`config.mk`:
```
export PLATFORM = sky130hd
export DESIGN_NAME = btn_conditioner_flat
export DESIGN_NICKNAME = d
export VERILOG_FILES = /design/src/rtl/btn_pkg.sv /design/src/rtl/btn_if.sv /design/src/rtl/btn_sync_debounce.sv /design/src/rtl/btn_conditioner.sv /design/src/flat_wrapper.sv
export SDC_FILE = /design/constraint.sdc
export NUM_CORES = 1
export LEC_CHECK = 0
export BUFFER_PORTS_ARGS = -buffer_cell sky130_fd_sc_hd__buf_4
export CAP_MARGIN = 15
export CORE_ASPECT_RATIO = 0.6
export CORE_UTILIZATION = 45
export DETAILED_ROUTE_END_ITERATION = 10
export GPL_TIMING_DRIVEN = 0
export HOLD_SLACK_MARGIN = 0.05
export SLEW_MARGIN = 20
export SYNTH_ARGS = -nofsm -noshare
export SYNTH_HDL_FRONTEND = slang
export SYNTH_SLANG_ARGS = --single-unit
```
`constraint.sdc`:
```
create_clock -name clk -period 1.8 [get_ports clk]
set_input_delay 0.36 -clock clk [delete_from_list [all_inputs] [get_ports clk]]
set_output_delay 0.36 -clock clk [all_outputs]
set_load 0.02 [all_outputs]
```
`src/rtl/btn_pkg.sv`:
```
// Shared types and default timing for the pushbutton conditioner.
package btn_pkg;

    typedef enum logic [1:0] {
        IDLE   = 2'd0,
        HELD   = 2'd1,
        REPEAT = 2'd2
    } gesture_state_e;

    localparam int unsigned CLK_HZ           = 50_000_000;
    localparam int unsigned DEBOUNCE_DEFAULT = 50_000;
    localparam int unsigned LONG_DEFAULT     = 100_000;
    localparam int unsigned REPEAT_DEFAULT   = 50_000;

endpackage

```
`src/rtl/btn_if.sv`:
```
// Conditioned button events plus the gesture state, grouped for the consumer.
interface btn_if;

    logic                   btn_level;
    logic                   press_pulse;
    logic                   release_pulse;
    logic                   long_pulse;
    logic                   repeat_pulse;
    btn_pkg::gesture_state_e state;

    modport master (
        output btn_level, press_pulse, release_pulse, long_pulse, repeat_pulse, state
    );

    modport slave (
        input btn_level, press_pulse, release_pulse, long_pulse, repeat_pulse, state
    );

endinterface

```
`src/rtl/btn_sync_debounce.sv`:
```
// Two-flop synchronizer, active-high conversion and consecutive-cycle debounce.
module btn_sync_debounce #(
    parameter int unsigned DEBOUNCE_CYCLES = btn_pkg::DEBOUNCE_DEFAULT,
    parameter int unsigned CNT_W           = $clog2(DEBOUNCE_CYCLES + 1)
) (
    input  logic clk,
    input  logic btn_reset,
    input  logic btn_raw,
    output logic btn_level
);

    localparam logic [CNT_W-1:0] DB_TERM = CNT_W'(DEBOUNCE_CYCLES - 1);

    logic             sync1_q;
    logic             sync2_q;
    logic             pressed_q;
    logic             level_q;
    logic             level_d;
    logic [CNT_W-1:0] cnt_q;
    logic [CNT_W-1:0] cnt_d;

    // Synchronizer flops reset to the released (high) raw level.
    always_ff @(posedge clk or negedge btn_reset) begin
        if (!btn_reset) begin
            sync1_q   <= 1'b1;
            sync2_q   <= 1'b1;
            pressed_q <= 1'b0;
            cnt_q     <= '0;
            level_q   <= 1'b0;
        end else begin
            sync1_q   <= btn_raw;
            sync2_q   <= sync1_q;
            pressed_q <= ~sync2_q;
            cnt_q     <= cnt_d;
            level_q   <= level_d;
        end
    end

    always_comb begin
        cnt_d   = '0;
        level_d = level_q;
        if (pressed_q != level_q) begin
            if (cnt_q == DB_TERM) begin
                level_d = ~level_q;
            end else begin
                cnt_d = cnt_q + CNT_W'(1);
            end
        end
    end

    assign btn_level = level_q;

endmodule

```
`src/rtl/btn_conditioner.sv`:
```
// Debounced pushbutton with press/release strobes and long-press auto-repeat.
module btn_conditioner
    import btn_pkg::*;
#(
    parameter int unsigned DEBOUNCE_CYCLES = DEBOUNCE_DEFAULT,
    parameter int unsigned LONG_CYCLES     = LONG_DEFAULT,
    parameter int unsigned REPEAT_CYCLES   = REPEAT_DEFAULT
) (
    input  logic  clk,
    input  logic  btn_reset,
    input  logic  btn_raw,
    btn_if.master evt
);

    localparam int unsigned MAX_DL = (DEBOUNCE_CYCLES > LONG_CYCLES) ? DEBOUNCE_CYCLES : LONG_CYCLES;
    localparam int unsigned MAX_C  = (MAX_DL > REPEAT_CYCLES) ? MAX_DL : REPEAT_CYCLES;
    localparam int unsigned CNT_W  = $clog2(MAX_C + 1);

    localparam logic [CNT_W-1:0] LONG_TERM = CNT_W'(LONG_CYCLES - 1);
    localparam logic [CNT_W-1:0] REP_TERM  = CNT_W'(REPEAT_CYCLES - 1);

    logic             level;
    logic             level_prev_q;
    logic             rise;
    logic             fall;
    gesture_state_e   state_q;
    gesture_state_e   state_d;
    logic [CNT_W-1:0] hold_q;
    logic [CNT_W-1:0] hold_d;
    logic             press_q, press_d;
    logic             release_q, release_d;
    logic             long_q, long_d;
    logic             rep_q, rep_d;

    btn_sync_debounce #(
        .DEBOUNCE_CYCLES (DEBOUNCE_CYCLES),
        .CNT_W           (CNT_W)
    ) u_sync_debounce (
        .clk       (clk),
        .btn_reset (btn_reset),
        .btn_raw   (btn_raw),
        .btn_level (level)
    );

    assign rise = level & ~level_prev_q;
    assign fall = ~level & level_prev_q;

    always_ff @(posedge clk or negedge btn_reset) begin
        if (!btn_reset) begin
            level_prev_q <= 1'b0;
            state_q      <= IDLE;
            hold_q       <= '0;
            press_q      <= 1'b0;
            release_q    <= 1'b0;
            long_q       <= 1'b0;
            rep_q        <= 1'b0;
        end else begin
            level_prev_q <= level;
            state_q      <= state_d;
            hold_q       <= hold_d;
            press_q      <= press_d;
            release_q    <= release_d;
            long_q       <= long_d;
            rep_q        <= rep_d;
        end
    end

    // A fall checked before the terminal counts lets release win over long/repeat.
    always_comb begin
        state_d   = state_q;
        hold_d    = hold_q;
        press_d   = rise;
        release_d = fall;
        long_d    = 1'b0;
        rep_d     = 1'b0;
        unique case (state_q)
            IDLE: begin
                if (rise) begin
                    state_d = HELD;
                    hold_d  = '0;
                end
            end
            HELD: begin
                if (fall) begin
                    state_d = IDLE;
                    hold_d  = '0;
                end else if (hold_q == LONG_TERM) begin
                    long_d  = 1'b1;
                    state_d = REPEAT;
                    hold_d  = '0;
                end else begin
                    hold_d = hold_q + CNT_W'(1);
                end
            end
            REPEAT: begin
                if (fall) begin
                    state_d = IDLE;
                    hold_d  = '0;
                end else if (hold_q == REP_TERM) begin
                    rep_d  = 1'b1;
                    hold_d = '0;
                end else begin
                    hold_d = hold_q + CNT_W'(1);
                end
            end
            default: begin
                state_d = IDLE;
                hold_d  = '0;
            end
        endcase
    end

    assign evt.btn_level     = level;
    assign evt.press_pulse   = press_q;
    assign evt.release_pulse = release_q;
    assign evt.long_pulse    = long_q;
    assign evt.repeat_pulse  = rep_q;
    assign evt.state         = state_q;

endmodule

```
`src/flat_wrapper.sv`:
```
// flat-port wrapper written by rule: the top's interface ports become plain ports
module btn_conditioner_flat import btn_pkg::*;
#(
    parameter int unsigned DEBOUNCE_CYCLES = DEBOUNCE_DEFAULT,
    parameter int unsigned LONG_CYCLES     = LONG_DEFAULT,
    parameter int unsigned REPEAT_CYCLES   = REPEAT_DEFAULT
)
  (clk, btn_reset, btn_raw, evt_btn_level, evt_press_pulse, evt_release_pulse, evt_long_pulse, evt_repeat_pulse, evt_state);
  btn_if evt_i ();
  input  logic clk;
  input  logic btn_reset;
  input  logic btn_raw;
  output wire logic [$bits(evt_i.btn_level)-1:0] evt_btn_level;
  output wire logic [$bits(evt_i.press_pulse)-1:0] evt_press_pulse;
  output wire logic [$bits(evt_i.release_pulse)-1:0] evt_release_pulse;
  output wire logic [$bits(evt_i.long_pulse)-1:0] evt_long_pulse;
  output wire logic [$bits(evt_i.repeat_pulse)-1:0] evt_repeat_pulse;
  output wire logic [$bits(evt_i.state)-1:0] evt_state;
  assign evt_btn_level = evt_i.btn_level;
  assign evt_press_pulse = evt_i.press_pulse;
  assign evt_release_pulse = evt_i.release_pulse;
  assign evt_long_pulse = evt_i.long_pulse;
  assign evt_repeat_pulse = evt_i.repeat_pulse;
  assign evt_state = evt_i.state;
  btn_conditioner #(.DEBOUNCE_CYCLES(DEBOUNCE_CYCLES), .LONG_CYCLES(LONG_CYCLES), .REPEAT_CYCLES(REPEAT_CYCLES)) u_core (.clk(clk), .btn_reset(btn_reset), .btn_raw(btn_raw), .evt(evt_i));
endmodule
```
==> metrics.txt, run 1 <==
initial DRC count 244; worst skew pair latency 0.31 ns; Worst Max-Slew Pin Slew 0.575 ns; Die W 98.6 um; crit-path max FO 6; HPWL Detailed 4150 um; r2r worst-path depth 7; final instance area 3350 um2; CP cell instances or3_4 > nor4_4 > a21oi_2 > buf_6 > buf_8 > o211ai_1 > o211ai_1; most common library cells after synthesis dfrtp_1 (43), nand2_1 (28), nor2_1 (24); Crit path largest cell delay 0.44 ns; CP arrival 2.07 ns; NumNets Final 324; fmax 529 MHz; number of H-tree levels 2; pre-CTS setup slack -0.345 ns; max_cap viols 0; Setup TNS -0.549 ns; Met1 Routed Length 3750 um; CP max stage cell dfrtp_2; status complete, but fails checks; violated checks setup timing; post-route ant nets 0; Syn Area/Cell 9.46 um2; full die area 5910 um2; routed len/inst 19.1 um; Power Total 0.00174 W; # port buffers 9; Final Max Slew Viols 0; dominant cell type by area after synthesis dfrtp_1; Post-Syn Area 2520 um2; Total Routing Usage GR 0.235; drt pass-1 iters 4; Max VDD drop 0.319 mV; DRC 0; Core Rows 20; register bit count reported by yosys 45; first-pass GRT wire length 10500 um; drt via density 6.00; Ports 10; Syn. warnings 0; Post-Layout Cell Count 382; placed cell count 341; Worst Hold Class in2async; Final period util 1.05; sequential element share of the synthesized area 0.448; FF-to-FF Start u_core.hold_q[5]$_DFFE_PN0P_; GR Overflow Total 0; CTS sink cnt 45; Longest Clk Path Bufs 2; die height 59.9 um; CP Class reg2reg; Yosys cell types 53; Slew headroom 0.617; RSZ-0062 raised after global routing yes; Root Buffer clkbuf_8; Routed met3 length 627 um; internal reg-to-reg setup slack -0.09 ns; Critical Path RT 1.98 ns; met2 WL 2810 um; Final setup viols 10; area of the core 5230 um2; top-count cell post-synth dfrtp_1; Area Overhead vs Synth 33.3%; PD cells 519 nW/um2; EDFF count, synth 0; most used cell along the critical path o211ai_1; Reg clk slew, reported paths 0.10 ns; Clock Skew 0.00839 ns; largest net degree at the start of global routing 46; FILL cells 409; Lkg Pwr 1.36 nW; top-area cell type share of the netlist area 0.427; CP startpoint kind flop; syn nets 275; antenna violations before repair 0; CTS Buf Count 5; vias 2291; cells after synthesis 266; CTS tree done; Post-synth top flop dfrtp_1; Top Metal Used met4; vias in the first global route 1991; initial core utilization 0.481; routability congestion estimate 0.825; worst reg2reg endpoint u_core.hold_q[10]$_DFFE_PN0P_; Final WS setup -0.0902 ns; Worst Setup End Kind flop; Final Hold Vio Count 0; layout cells sized above 1 0.380; Synth area leaders dfrtp_1 (43%), o211ai_1 (4.5%), nand3_1 (4.4%); min Tclk post-route 1.89 ns; share of synthesized registers carrying an async set or reset 1.00; Antenna diodes 0; total wire length 7290 um; area after detailed placement 2680 um2
[worst max-delay path: cells and delay by family, from the launching register on]
kind                   cells  cell delay (ns)
buffers and inverters      2             0.29
DFF                        1             0.44
AOI/OAI and AO/OA          3             0.41
and+or+nand+nor            2             0.61
[power by group]
| part | internal, W | total (W) | switching (W) |
|---|---|---|---|
| combinational | 0.0000182 | 0.0000525 | 0.0000343 |
| sequential | 0.00102 | 0.00103 | 0.00000706 |
| clock | 0.000275 | 0.000661 | 0.000386 |
| total | 0.00131 | 0.00174 | 0.000428 |
[sequential cells by signal (all words and copies together), names as in the netlist]
signal and flops:
u_core.evt.release_pulse 1, u_core.u_sync_debounce.pressed_q 1, u_core.u_sync_debounce.cnt_q 17, u_core.u_sync_debounce.sync1_q 1, u_core.evt.repeat_pulse 1, u_core.u_sync_debounce.btn_level 1
u_core.evt.press_pulse 1, u_core.u_sync_debounce.sync2_q 1, u_core.evt.long_pulse 1, u_core.level_prev_q 1, u_core.hold_q 17, u_core.evt.state 2
[worst max path at each step]
stage	slack, ns	cells past startpoint	to	start
2_1_floorplan	-0.08	7	u_core.hold_q[5]$_DFFE_PN0P_	u_core.hold_q[5]$_DFFE_PN0P_
3_3_place_gp	-0.30	6	u_core.hold_q[6]$_DFFE_PN0P_	u_core.hold_q[5]$_DFFE_PN0P_
3_5_place_dp	-0.34	6	u_core.hold_q[6]$_DFFE_PN0P_	u_core.hold_q[0]$_DFFE_PN0P_
4_1_cts	-0.05	8	u_core.hold_q[10]$_DFFE_PN0P_	u_core.hold_q[11]$_DFFE_PN0P_
5_1_grt	-0.12	7	u_core.hold_q[10]$_DFFE_PN0P_	u_core.hold_q[5]$_DFFE_PN0P_
6_report	-0.09	7	u_core.hold_q[10]$_DFFE_PN0P_	u_core.hold_q[5]$_DFFE_PN0P_
[cells by family (layout without fill, tap and decap cells)]
| kind of cell | count (synthesis) | after routing | share of synthesized area |
|---|---|---|---|
| adder cells (fa/ha/maj) | 6 | 6 | 0.0298 |
| multiplexers | 1 | 1 | 0.00447 |
| XOR/XNOR | 18 | 18 | 0.0626 |
| AND/OR/NAND/NOR | 127 | 127 | 0.272 |
| AO/OA/AOI/OAI | 47 | 48 | 0.133 |
| flip-flops | 45 | 45 | 0.448 |
| buffers and inverters | 22 | 71 | 0.0492 |
[timing repair]
| action | in CTS | in global routing |
|---|---|---|
| gates resized for setup | 36 | 35 |
| cloned | 1 | 3 |
| endpoints found under the setup margin | 28 | 30 |
| hold buffers | 0 | 0 |
| hold endpoints to repair | 0 | 0 |
| setup buffers | 23 | 11 |
| pin swaps | 13 | 24 |
[metal layers]
| layer | global-route usage | vias up |
|---|---|---|
| met5 | 0 | - |
| met4 | 0.0640 | 0 |
| met3 | 0.0725 | 16 |
| met2 | 0.296 | 98 |
| met1 | 0.373 | 1116 |
| li1 | - | 1061 |
[final cells by class]
class,count,area [um2],area share
flip-flops and latches,45,1140,0.341
repair buffers,46,380,0.113
well taps,66,82.6,0.0246
multi-input cells,200,1550,0.462
plain buffers,6,68.8,0.0205
clock buffers,6,72.6,0.0216
clock inverters,2,15.0,0.00448
inverters,11,41.3,0.0123
[layout by cell type (no fill, tap or decap), drive strengths merged, types with 3 or more instances in the layout]
cell,synthesis,layout
a21oi,8,9
and3,5,5
buf,8,50
clkbuf,3,8
dfrtp,43,43
ha,6,6
inv,11,11
nand2,29,29
nand3,23,23
nand4,5,5
nor2,25,25
nor3,10,10
nor4,10,10
o211ai,15,15
o21ai,8,8
o221ai,5,5
or2,3,3
or2b,3,3
xnor2,10,10
xor2,8,8
[per-stage QoR]
stage	utilization	hold slack, ns
floorplan	-	0.0644
global placement	0.511	0.346
detailed placement	0.511	0.348
CTS	0.589	0.0786
global route	0.641	0.0996
finish	0.641	0.0400
Note: power is estimated with default switching activity, not from simulation.
==> run 2: changes to the inputs <==
==> constraint.sdc (replaced) <==
create_clock -name clk -period 1.8 [get_ports clk]
set_input_delay 0.18 -clock clk [delete_from_list [all_inputs] [get_ports clk]]
set_output_delay 0.18 -clock clk [all_outputs]
set_load 0.02 [all_outputs]
==> run 2 against run 1 <==
Compared with the run above:
- the flow still finishes with violations (setup timing)
- utilization decreased by 0.096 points
- via count increased by 0.79%
- sequential cell count unchanged
- clock power decreased by 0.6%
- power decreased by 0.20%
- critical endpoint unchanged
- largest cell class unchanged
- highest routed layer unchanged
==> metrics.txt, run 2 (same netlist as run 1, synthesis figures left out) <==
Final WS setup -0.0770 ns (+0.0132 ns); Lkg Pwr 1.35 nW (-1.0%); CTS sink cnt 45 (unchanged); NumNets Final 325 (+0.31%); initial DRC count 149 (-39%); pre-CTS setup slack -0.345 ns (unchanged); # port buffers 9 (unchanged); CP arrival 2.06 ns (about the same); most frequent cells in the layout buf_4 (40), dfrtp_1 (31), nand2_1 (27), nor2_1 (23), nand3_1 (21); DRC 0 (unchanged); drt via density 6.03 (+0.52%); violated checks setup timing; most common cell after layout, fill and taps aside buf_4; first-pass GRT wire length 10500 um (-0.12%); fmax 533 MHz (+0.70%); HPWL Detailed 4150 um (unchanged); Final Max Slew Viols 0 (unchanged); CP Class reg2reg; Die W 98.6 um (unchanged); Area Overhead vs Synth 33.1%; Longest Clk Path Bufs 2 (unchanged); Max VDD drop 0.326 mV (+2.2%); CP startpoint kind flop; Worst Setup End Kind flop; max_cap viols 0 (unchanged); vias in the first global route 1997 (+0.30%); status complete, but fails checks; Setup TNS -0.464 ns (+0.0855 ns); CTS Buf Count 5 (unchanged); antenna violations before repair 0 (unchanged); vias 2309 (+0.79%); die height 59.9 um (unchanged); Reg clk slew, reported paths 0.09 ns (about the same); FILL cells 404 (-1.2%); CP cell instances or3_4 > nor4_4 > a21oi_2 > buf_6 > buf_8 > o211ai_1 > o211ai_1; Antenna diodes 0 (unchanged); total wire length 7250 um (-0.52%); worst skew pair latency 0.31 ns (about the same); routed len/inst 18.9 um (-0.78%); drt pass-1 iters 4 (unchanged); Total Routing Usage GR 0.235 (-0.000264); CP max stage cell dfrtp_2; Critical Path RT 1.98 ns (about the same); most used cell along the critical path o211ai_1; CP Buf/Inv Count 2 (unchanged); min Tclk post-route 1.88 ns (-0.0132 ns); Root Buffer clkbuf_8; Slew headroom 0.609 (-0.00763); initial core utilization 0.481 (unchanged); Core Rows 20 (unchanged); Final Hold Vio Count 0 (unchanged); PD cells 519 nW/um2 (about the same); GR Overflow Total 0 (unchanged); area of the core 5230 um2 (unchanged); Ports 10 (unchanged); number of H-tree levels 2 (unchanged); crit-path max FO 6 (unchanged); Crit path largest cell delay 0.44 ns (about the same); Power Total 0.00174 W (-0.20%); Worst Hold Class reg2reg; post-route ant nets 0 (unchanged); RSZ-0062 raised after global routing yes; layout cells sized above 1 0.372 (-0.00751); full die area 5910 um2 (unchanged); fin util 0.640 (-0.000957); Final setup viols 10 (unchanged); Worst Max-Slew Pin Slew 0.587 ns (+0.0114 ns); Clock Skew 0.00736 ns (-0.00104 ns); CTS tree done; routability congestion estimate 0.825 (unchanged); family with the most delay on the worst path simple AND/OR/NAND/NOR gates; Final period util 1.04 (-0.00734); largest net degree at the start of global routing 46 (unchanged)
==> run 2: cell count changes in the layout (fill, tap and decap cells not counted) <==
cell / before / now
dlygate4sd3_1: 0 / 2
buf_4: 41 / 40
buf_6: 5 / 6
buf_8: 2 / 1
nand3_1: 20 / 21
nand3_2: 1 / 0
nor4_2: 1 / 2
nor4_4: 5 / 4
==> run 2: power by group <==
part           internal [W]  switching (W)  total (W)
clock              0.000274       0.000382   0.000657
combinational     0.0000189      0.0000341  0.0000530
sequential          0.00102     0.00000706    0.00103
==> run 2: final timing paths <==
path                                                           from                                           end  slack, ns  depth (start not counted)
max                                    u_core.hold_q[5]$_DFFE_PN0P_                 u_core.hold_q[10]$_DFFE_PN0P_      -0.08                          7
max reg2reg                            u_core.hold_q[5]$_DFFE_PN0P_                 u_core.hold_q[10]$_DFFE_PN0P_      -0.08                          7
max in group asynchronous                                 btn_reset  u_core.u_sync_debounce.btn_level$_DFFE_PN0P_       0.95                          2
min                        u_core.u_sync_debounce.sync1_q$_DFF_PN1_      u_core.u_sync_debounce.sync2_q$_DFF_PN1_       0.36                          0
min reg2reg                u_core.u_sync_debounce.sync1_q$_DFF_PN1_      u_core.u_sync_debounce.sync2_q$_DFF_PN1_       0.36                          0
min in group asynchronous                                 btn_reset     u_core.u_sync_debounce.cnt_q[0]$_DFF_PN0_       0.40                          2
==> run 2: routing by layer <==
layer / wire (um) / track usage
met1: 3700 / 0.370
met2: 2780 / 0.299
met3: 678 / 0.0725
met4: 96 / 0.0640
met5: 0 / 0
==> run 2: worst reg2reg max path, delay by kind of cell (launching register included) <==
family,cells,cell delay [ns]
simple gates,2,0.61
flops,1,0.44
compound gates,3,0.41
buf+inv,2,0.29
==> run 2: timing repair <==
item,4_1_cts,5_1_grt
setup endpoints to repair,28,30
hold endpoints to repair,44,0
setup buffers,23,10
cloned,1,3
hold buffers,2,0
gates resized for setup,36,32
pin swaps,13,23
==> run 2: stage by stage <==
step,area [um2],instances,hold slack [ns]
final,3350,383,0.360
after global routing,3350,383,0.364
after CTS,3100,371,0.361
after detailed placement,2680,341,0.230
after global placement,2680,341,0.222
after floorplan,2520,266,-0.116
==> run 2: layout make-up <==
| type | instances | area (um2) | share of cell area |
|---|---|---|---|
| multi-input cells | 200 | 1540 | 0.459 |
| flip-flops and latches | 45 | 1140 | 0.341 |
| repair buffers | 47 | 393 | 0.117 |
| well taps | 66 | 82.6 | 0.0247 |
| clock buffers | 6 | 72.6 | 0.0217 |
| plain buffers | 6 | 65.1 | 0.0194 |
| inverters | 11 | 41.3 | 0.0123 |
| clock inverters | 2 | 15.0 | 0.00448 |
